--- src/rtl/mem_access_unit_pkg.sv ---
// Shared definitions for the memory access unit.
//   - Access width codes carried on req_type / rsp_type.
//   - FSM state encoding.
//   - Alignment helper used when a request is accepted.
package mem_access_unit_pkg;

  // Access width codes
  localparam logic [2:0] WT_WORD  = 3'd0;
  localparam logic [2:0] WT_HALF  = 3'd1;
  localparam logic [2:0] WT_HALFU = 3'd2;
  localparam logic [2:0] WT_BYTE  = 3'd3;
  localparam logic [2:0] WT_BYTEU = 3'd4;

  typedef enum logic [1:0] {
    ST_IDLE   = 2'd0,
    ST_ACCESS = 2'd1,
    ST_RESP   = 2'd2
  } state_e;

  // Byte accesses never fault. Half-words need an even address. Everything
  // else, including unknown codes, is checked as a full word.
  function automatic logic is_misaligned(input logic [2:0] wtype,
                                         input logic [1:0] off);
    logic bad;
    case (wtype)
      WT_BYTE, WT_BYTEU: bad = 1'b0;
      WT_HALF, WT_HALFU: bad = off[0];
      default:           bad = (off != 2'b00);
    endcase
    return bad;
  endfunction

endpackage

--- src/rtl/mem_access_unit_store_be_gen.sv ---
// store_be_gen: combinational byte-enable and write-data lane replication.
// Ports:
//   we        in  1   store=1 / load=0
//   wtype     in  3   access width code
//   off       in  2   byte offset within the word
//   wdata     in  32  right-aligned store data
//   be        out 4   byte enables (all ones for loads)
//   wdata_rep out 32  store data replicated across the addressed lanes
module store_be_gen
  import mem_access_unit_pkg::*;
(
  input  logic        we,
  input  logic [2:0]  wtype,
  input  logic [1:0]  off,
  input  logic [31:0] wdata,
  output logic [3:0]  be,
  output logic [31:0] wdata_rep
);

  always_comb begin
    be        = 4'b1111;
    wdata_rep = '0;
    if (we) begin
      // Only HalfWord and Byte have sub-word stores; any other code stores a word.
      case (wtype)
        WT_HALF: begin
          be        = off[1] ? 4'b1100 : 4'b0011;
          wdata_rep = {2{wdata[15:0]}};
        end
        WT_BYTE: begin
          be        = 4'b0001 << off;
          wdata_rep = {4{wdata[7:0]}};
        end
        default: begin
          be        = 4'b1111;
          wdata_rep = wdata;
        end
      endcase
    end
  end

endmodule

--- src/rtl/mem_access_unit.sv ---
// mem_access_unit: single-outstanding load/store sequencer between a CPU
// pipeline and a word-wide memory port, with alignment checking and an
// ack timeout.
// Ports:
//   clk, rst_n                       clock, asynchronous active-low reset
//   req_valid/req_ready              CPU request handshake (ready only when idle)
//   req_we, req_type, req_addr,
//   req_wdata                        request attributes
//   mem_req, mem_we, mem_be,
//   mem_addr, mem_wdata              memory request, held stable while waiting
//   mem_ack, mem_rdata               memory completion pulse and read word
//   rsp_valid                        one-cycle response pulse
//   rsp_rdata, rsp_offset, rsp_type,
//   rsp_err                          response payload for the byte-extract stage
//   stall                            pipeline hold
module mem_access_unit
  import mem_access_unit_pkg::*;
#(
  parameter int TIMEOUT = 16
) (
  input  logic        clk,
  input  logic        rst_n,
  input  logic        req_valid,
  output logic        req_ready,
  input  logic        req_we,
  input  logic [2:0]  req_type,
  input  logic [31:0] req_addr,
  input  logic [31:0] req_wdata,
  output logic        mem_req,
  output logic        mem_we,
  output logic [3:0]  mem_be,
  output logic [31:0] mem_addr,
  output logic [31:0] mem_wdata,
  input  logic        mem_ack,
  input  logic [31:0] mem_rdata,
  output logic        rsp_valid,
  output logic [31:0] rsp_rdata,
  output logic [1:0]  rsp_offset,
  output logic [2:0]  rsp_type,
  output logic        rsp_err,
  output logic        stall
);

  localparam int CNT_W = $clog2(TIMEOUT) + 1;
  localparam logic [CNT_W-1:0] CNT_LAST = CNT_W'(TIMEOUT - 1);

  state_e           state;
  logic [CNT_W-1:0] timeout_cnt;
  logic [3:0]       be_nxt;
  logic [31:0]      wdata_nxt;
  logic             misaligned;

  store_be_gen u_store_be_gen (
    .we        (req_we),
    .wtype     (req_type),
    .off       (req_addr[1:0]),
    .wdata     (req_wdata),
    .be        (be_nxt),
    .wdata_rep (wdata_nxt)
  );

  assign misaligned = is_misaligned(req_type, req_addr[1:0]);
  assign req_ready  = (state == ST_IDLE);
  assign stall      = ((state == ST_IDLE) && req_valid) || (state == ST_ACCESS);

  always_ff @(posedge clk or negedge rst_n) begin
    if (!rst_n) begin
      state       <= ST_IDLE;
      timeout_cnt <= '0;
      mem_req     <= 1'b0;
      mem_we      <= 1'b0;
      mem_be      <= '0;
      mem_addr    <= '0;
      mem_wdata   <= '0;
      rsp_valid   <= 1'b0;
      rsp_rdata   <= '0;
      rsp_offset  <= '0;
      rsp_type    <= '0;
      rsp_err     <= 1'b0;
    end else begin
      rsp_valid <= 1'b0;
      case (state)
        // Accept: misaligned requests skip memory and answer with an error.
        ST_IDLE: begin
          if (req_valid) begin
            rsp_offset  <= req_addr[1:0];
            rsp_type    <= req_type;
            rsp_rdata   <= '0;
            timeout_cnt <= '0;
            if (misaligned) begin
              rsp_err   <= 1'b1;
              rsp_valid <= 1'b1;
              state     <= ST_RESP;
            end else begin
              rsp_err   <= 1'b0;
              mem_req   <= 1'b1;
              mem_we    <= req_we;
              mem_be    <= be_nxt;
              mem_addr  <= {req_addr[31:2], 2'b00};
              mem_wdata <= wdata_nxt;
              state     <= ST_ACCESS;
            end
          end
        end
        // Wait for ack; ack takes priority over a timeout in the same cycle.
        ST_ACCESS: begin
          if (mem_ack) begin
            mem_req   <= 1'b0;
            rsp_valid <= 1'b1;
            if (!mem_we) rsp_rdata <= mem_rdata;
            state     <= ST_RESP;
          end else if (timeout_cnt == CNT_LAST) begin
            mem_req   <= 1'b0;
            rsp_err   <= 1'b1;
            rsp_valid <= 1'b1;
            state     <= ST_RESP;
          end else begin
            timeout_cnt <= timeout_cnt + 1'b1;
          end
        end
        // Response cycle: rsp_valid is high here only.
        ST_RESP: state <= ST_IDLE;
        default: state <= ST_IDLE;
      endcase
    end
  end

endmodule

--- config.mk ---
export PLATFORM = sky130hd
export DESIGN_NAME = mem_access_unit
export DESIGN_NICKNAME = d
export VERILOG_FILES = /design/src/rtl/mem_access_unit_pkg.sv /design/src/rtl/mem_access_unit_store_be_gen.sv /design/src/rtl/mem_access_unit.sv
export SDC_FILE = /design/constraint.sdc
export NUM_CORES = 1
export LEC_CHECK = 0
export BUFFER_PORTS_ARGS = -buffer_cell sky130_fd_sc_hd__buf_2
export CAP_MARGIN = 40
export CORE_MARGIN = 2
export CORE_UTILIZATION = 40
export DETAILED_ROUTE_END_ITERATION = 7
export PLACE_DENSITY = 0.7
export SLEW_MARGIN = 5
export SYNTH_ARGS = -nofsm -noshare
export SYNTH_HDL_FRONTEND = slang
export SYNTH_HIERARCHICAL = 1
export SYNTH_SLANG_ARGS = --single-unit
--- constraint.sdc ---
create_clock -name clk -period 1.9 [get_ports clk]
set_input_delay 0.19 -clock clk [delete_from_list [all_inputs] [get_ports clk]]
set_output_delay 0.19 -clock clk [all_outputs]
set_load 0.005 [all_outputs]
==> results.md <==
- H-tree levels: 4
- Commonest register cell after synthesis: dfrtp_1
- Syn-to-layout area delta: 35.08%
- Fin. max-slew vios: 0
- Setup Total Neg Slack: 0 ns
- Io pins: 215
- CTS tree: yes
- Die X: 120.1 um
- Initial core utilization: 0.4086
- CTS Buf Count: 17
- Maximum root-to-sink buffer count: 2
- Post-Synthesis Cell Area: 0.005389 mm2
- Worst hold path startpoint: req_addr[11]
- FF-to-FF End: timeout_cnt[3]$_DFFE_PN0P_
- Fin. Hold Viols: 0
- Final Wtd Congestion: 0.8803
- Post-synthesis register bit count: 114
- CP max-delay cell: dfrtp_1
- Most common cell in the netlist: dfrtp_1
- Final ANT Viol Nets: 0
- Hold Crit Endpoint: mem_addr[11]$_DFFE_PN0P_
- Register-to-Register Path Depth: 7
- R2r setup slk: 0.06 ns
- Share of the synthesized area in the top cell type: 0.5294
- Clock transition at path regs: 0.05 ns
- CP arrival: between 2 and 2.5 ns
- Fin util: 0.5519
- Critical path cell sequence: ha_2 -> and3_4 -> ha_4 -> nor4b_4 -> nand4_1 -> xor2_1 -> nor2_1
- Drt drc: 0
- Number of distinct library cells after synthesis: 41
- Mean cell area of the mapped netlist: 11.72 um2
- Worst Path Required: 2.19 ns
- Avg WL per Cell: 15.78 um
- WL final: 13.66 mm
- Commonest cells in the netlist: dfrtp_1 (114), nand2_1 (110), mux2_4 (67), o21ai_0 (34), nand3_1 (18)
- Worst Setup SP: timeout_cnt[0]$_DFFE_PN0P_
- Starting DRT DRC Count: 213
- CP Capture Type: flip-flop
- Worst-margin pin slew: between 0.5 and 0.6 ns
- 1st-pass router iterations: 4
- Final Setup Violations: 0
- Delay-heaviest family, CP: simple AND/OR/NAND/NOR gates
- Clock sinks: 114
- Peak supply drop: 0.5772 mV
- Core Region: 0.01319 mm2
- I/O Buffers: 212
- Hold WC Path Type: input pin to flip-flop
- Clock latency on the worst-skew pair: 0.40 ns
- DP HPWL: 9.818 mm
- Yosys Warn Count: 6
- Buf+Inv Stages, Crit Path: 0
- Nets: 783
- Avg Vias per Cell: 4.806
- Vias in the first global route: between 4,000 and 5,000
- Overflow after GRT: 0
- Crit Path Class: flip-flop to flip-flop
- Worst Hold Path Cells: 2
- Critical path startpoint category: flip-flop
- Largest net degree at the start of global routing: 73
- Row count: 42
- Start of the worst register-to-register path: timeout_cnt[0]$_DFFE_PN0P_
- Relative max-transition margin: 0.6399
- Area leader, netlist: dfrtp_1
- Ranking of synthesized cells by area: dfrtp_1 (53%), mux2_4 (19%), nand2_1 (7.7%)
- Post-Syn Instances: 460
- Clk_skew: 0.007242 ns
- Post-synth EDFFs: 0
- Share of cells above drive strength 1: 0.4768
- Highest cell delay on the worst timing path: 0.40 ns
- Tot GR Track Use: 0.1893
- Via Count: between 4,000 and 5,000
- Post-layout minimum cycle time: between 1.5 and 2 ns
- Static leakage: 0.003754 uW
- ANT cells: 0
- Achievable frequency: 543.8 MHz
- DIE AREA: approximately 0.014 mm2
- First-pass GRT wire length: roughly 21 mm
- Finished Cell Area: a little over 0.007 mm2
- Die height: between 100 and 150 um
- Seq/Total Area, Yosys: 0.5294
- Fraction of registers with async set or reset after synthesis: 1.000
- Max cap viols: 0
- CTS root buffer: clkbuf_16
- DP Area: between 0.006 and 0.007 mm2
- Initial antenna violation count: 0
- PD cells: 1378 mW/mm2
- CP max FO: 4
- Status: completed
- Final period util: 0.9678
## layout make-up
type | instances | area (um2)
Clock buffer | 22 | 474.2
Clock inverter | 10 | 178.9
Fill cell | 1147 | 5911
Inverter | 4 | 15.01
Multi-Input combinational cell | 312 | 2282
Sequential cell | 114 | 2853
Tap cell | 176 | 220.2
Timing Repair Buffer | 228 | 1256
## metal layers
metal	part of all wire	vias to the layer above	global-route usage
li1	-	1983	-
met1	0.42	2005	0.2248
met2	0.49	134	0.3100
met3	0.051	40	0.05323
met4	0.039	0	0.1029
met5	0	-	0
## repair_timing
action / CTS / global route
setup endpoints to repair: 5 / 2
endpoints found under the hold margin: 117 / 0
hold buffers: 4 / 0
pin swaps: 1 / 3
cloned: 0 / 0
setup buffers: 0 / 1
gates resized for setup: 1 / 4
## power breakdown
part | total, uW | internal [uW] | switching, uW
Combinational | 2850 | 1630 | 1220
Clock | 3480 | 2420 | 1060
Sequential | 3700 | 3240 | 459
## metrics by stage
stage / setup WS [ns] / instances / hold WS [ns] / total power (uW)
2_1_floorplan: 0.06085 / 461 / -0.1056 / 5297
5_1_grt: -0.006724 / 866 / 0.001837 / 10580
4_1_cts: 0.02394 / 865 / 0.0006412 / 10140
3_5_place_dp: -0.07294 / 829 / 0.1999 / 6566
6_report: 0.06124 / 866 / 0.02081 / 10030
3_3_place_gp: 0.07808 / 829 / 0.1910 / 6451
## cells in the final DEF, fill, tap and decap left out, types with 3 or more instances in the layout
master         instances
bufinv_16              5
clkinv_2               4
a21boi_1               3
a21oi_1                8
nand3_1               18
clkbuf_8               3
mux2_4                67
nand2_1              110
clkbuf_16             17
buf_4                  8
o21ai_1                8
dlygate4sd3_1          4
dfrtp_1              114
a21boi_0               5
nand2b_1               4
mux2i_1                8
inv_1                  4
o21ai_0               34
buf_12                 5
buf_2                211
and2_1                 8
nand3b_1               3
nor2_1                10
## logic make-up after synthesis
group,Yosys count,synth area share
simple gates,164,0.1340
flops,114,0.5294
mux,75,0.2015
compound gates,67,0.07175
buf+inv,35,0.05479
fa+ha+maj,2,0.004643
xor+xnor,2,0.003251
other cells,1,0.0006959
## state kept, by name, indices dropped and copies added (netlist names)
register     count
rsp_offset       2
timeout_cnt      5
mem_addr        30
rsp_err          1
mem_we           1
mem_wdata       32
state            2
mem_be           4
rsp_type         3
mem_req          1
rsp_valid        1
rsp_rdata       32
## worst max path at each step
| stage | end | slack [ns] | depth (start not counted) |
|---|---|---|---|
| after floorplan | mem_be[0]$_DFFE_PN0P_ | 0.06 | 6 |
| after global placement | timeout_cnt[3]$_DFFE_PN0P_ | 0.08 | 7 |
| after detailed placement | timeout_cnt[3]$_DFFE_PN0P_ | -0.07 | 7 |
| after CTS | timeout_cnt[3]$_DFFE_PN0P_ | 0.02 | 7 |
| after global routing | timeout_cnt[3]$_DFFE_PN0P_ | -0.007 | 7 |
| final | timeout_cnt[3]$_DFFE_PN0P_ | 0.06 | 7 |
## worst reg2reg max path, cell delays in order (launching register included)
cell and delay, ns:
dfrtp_1 0.40, ha_2 0.20, and3_4 0.19, ha_4 0.17
nor4b_4 0.34, nand4_1 0.16, xor2_1 0.21, nor2_1 0.06
Power figures use the tool's default switching activity.
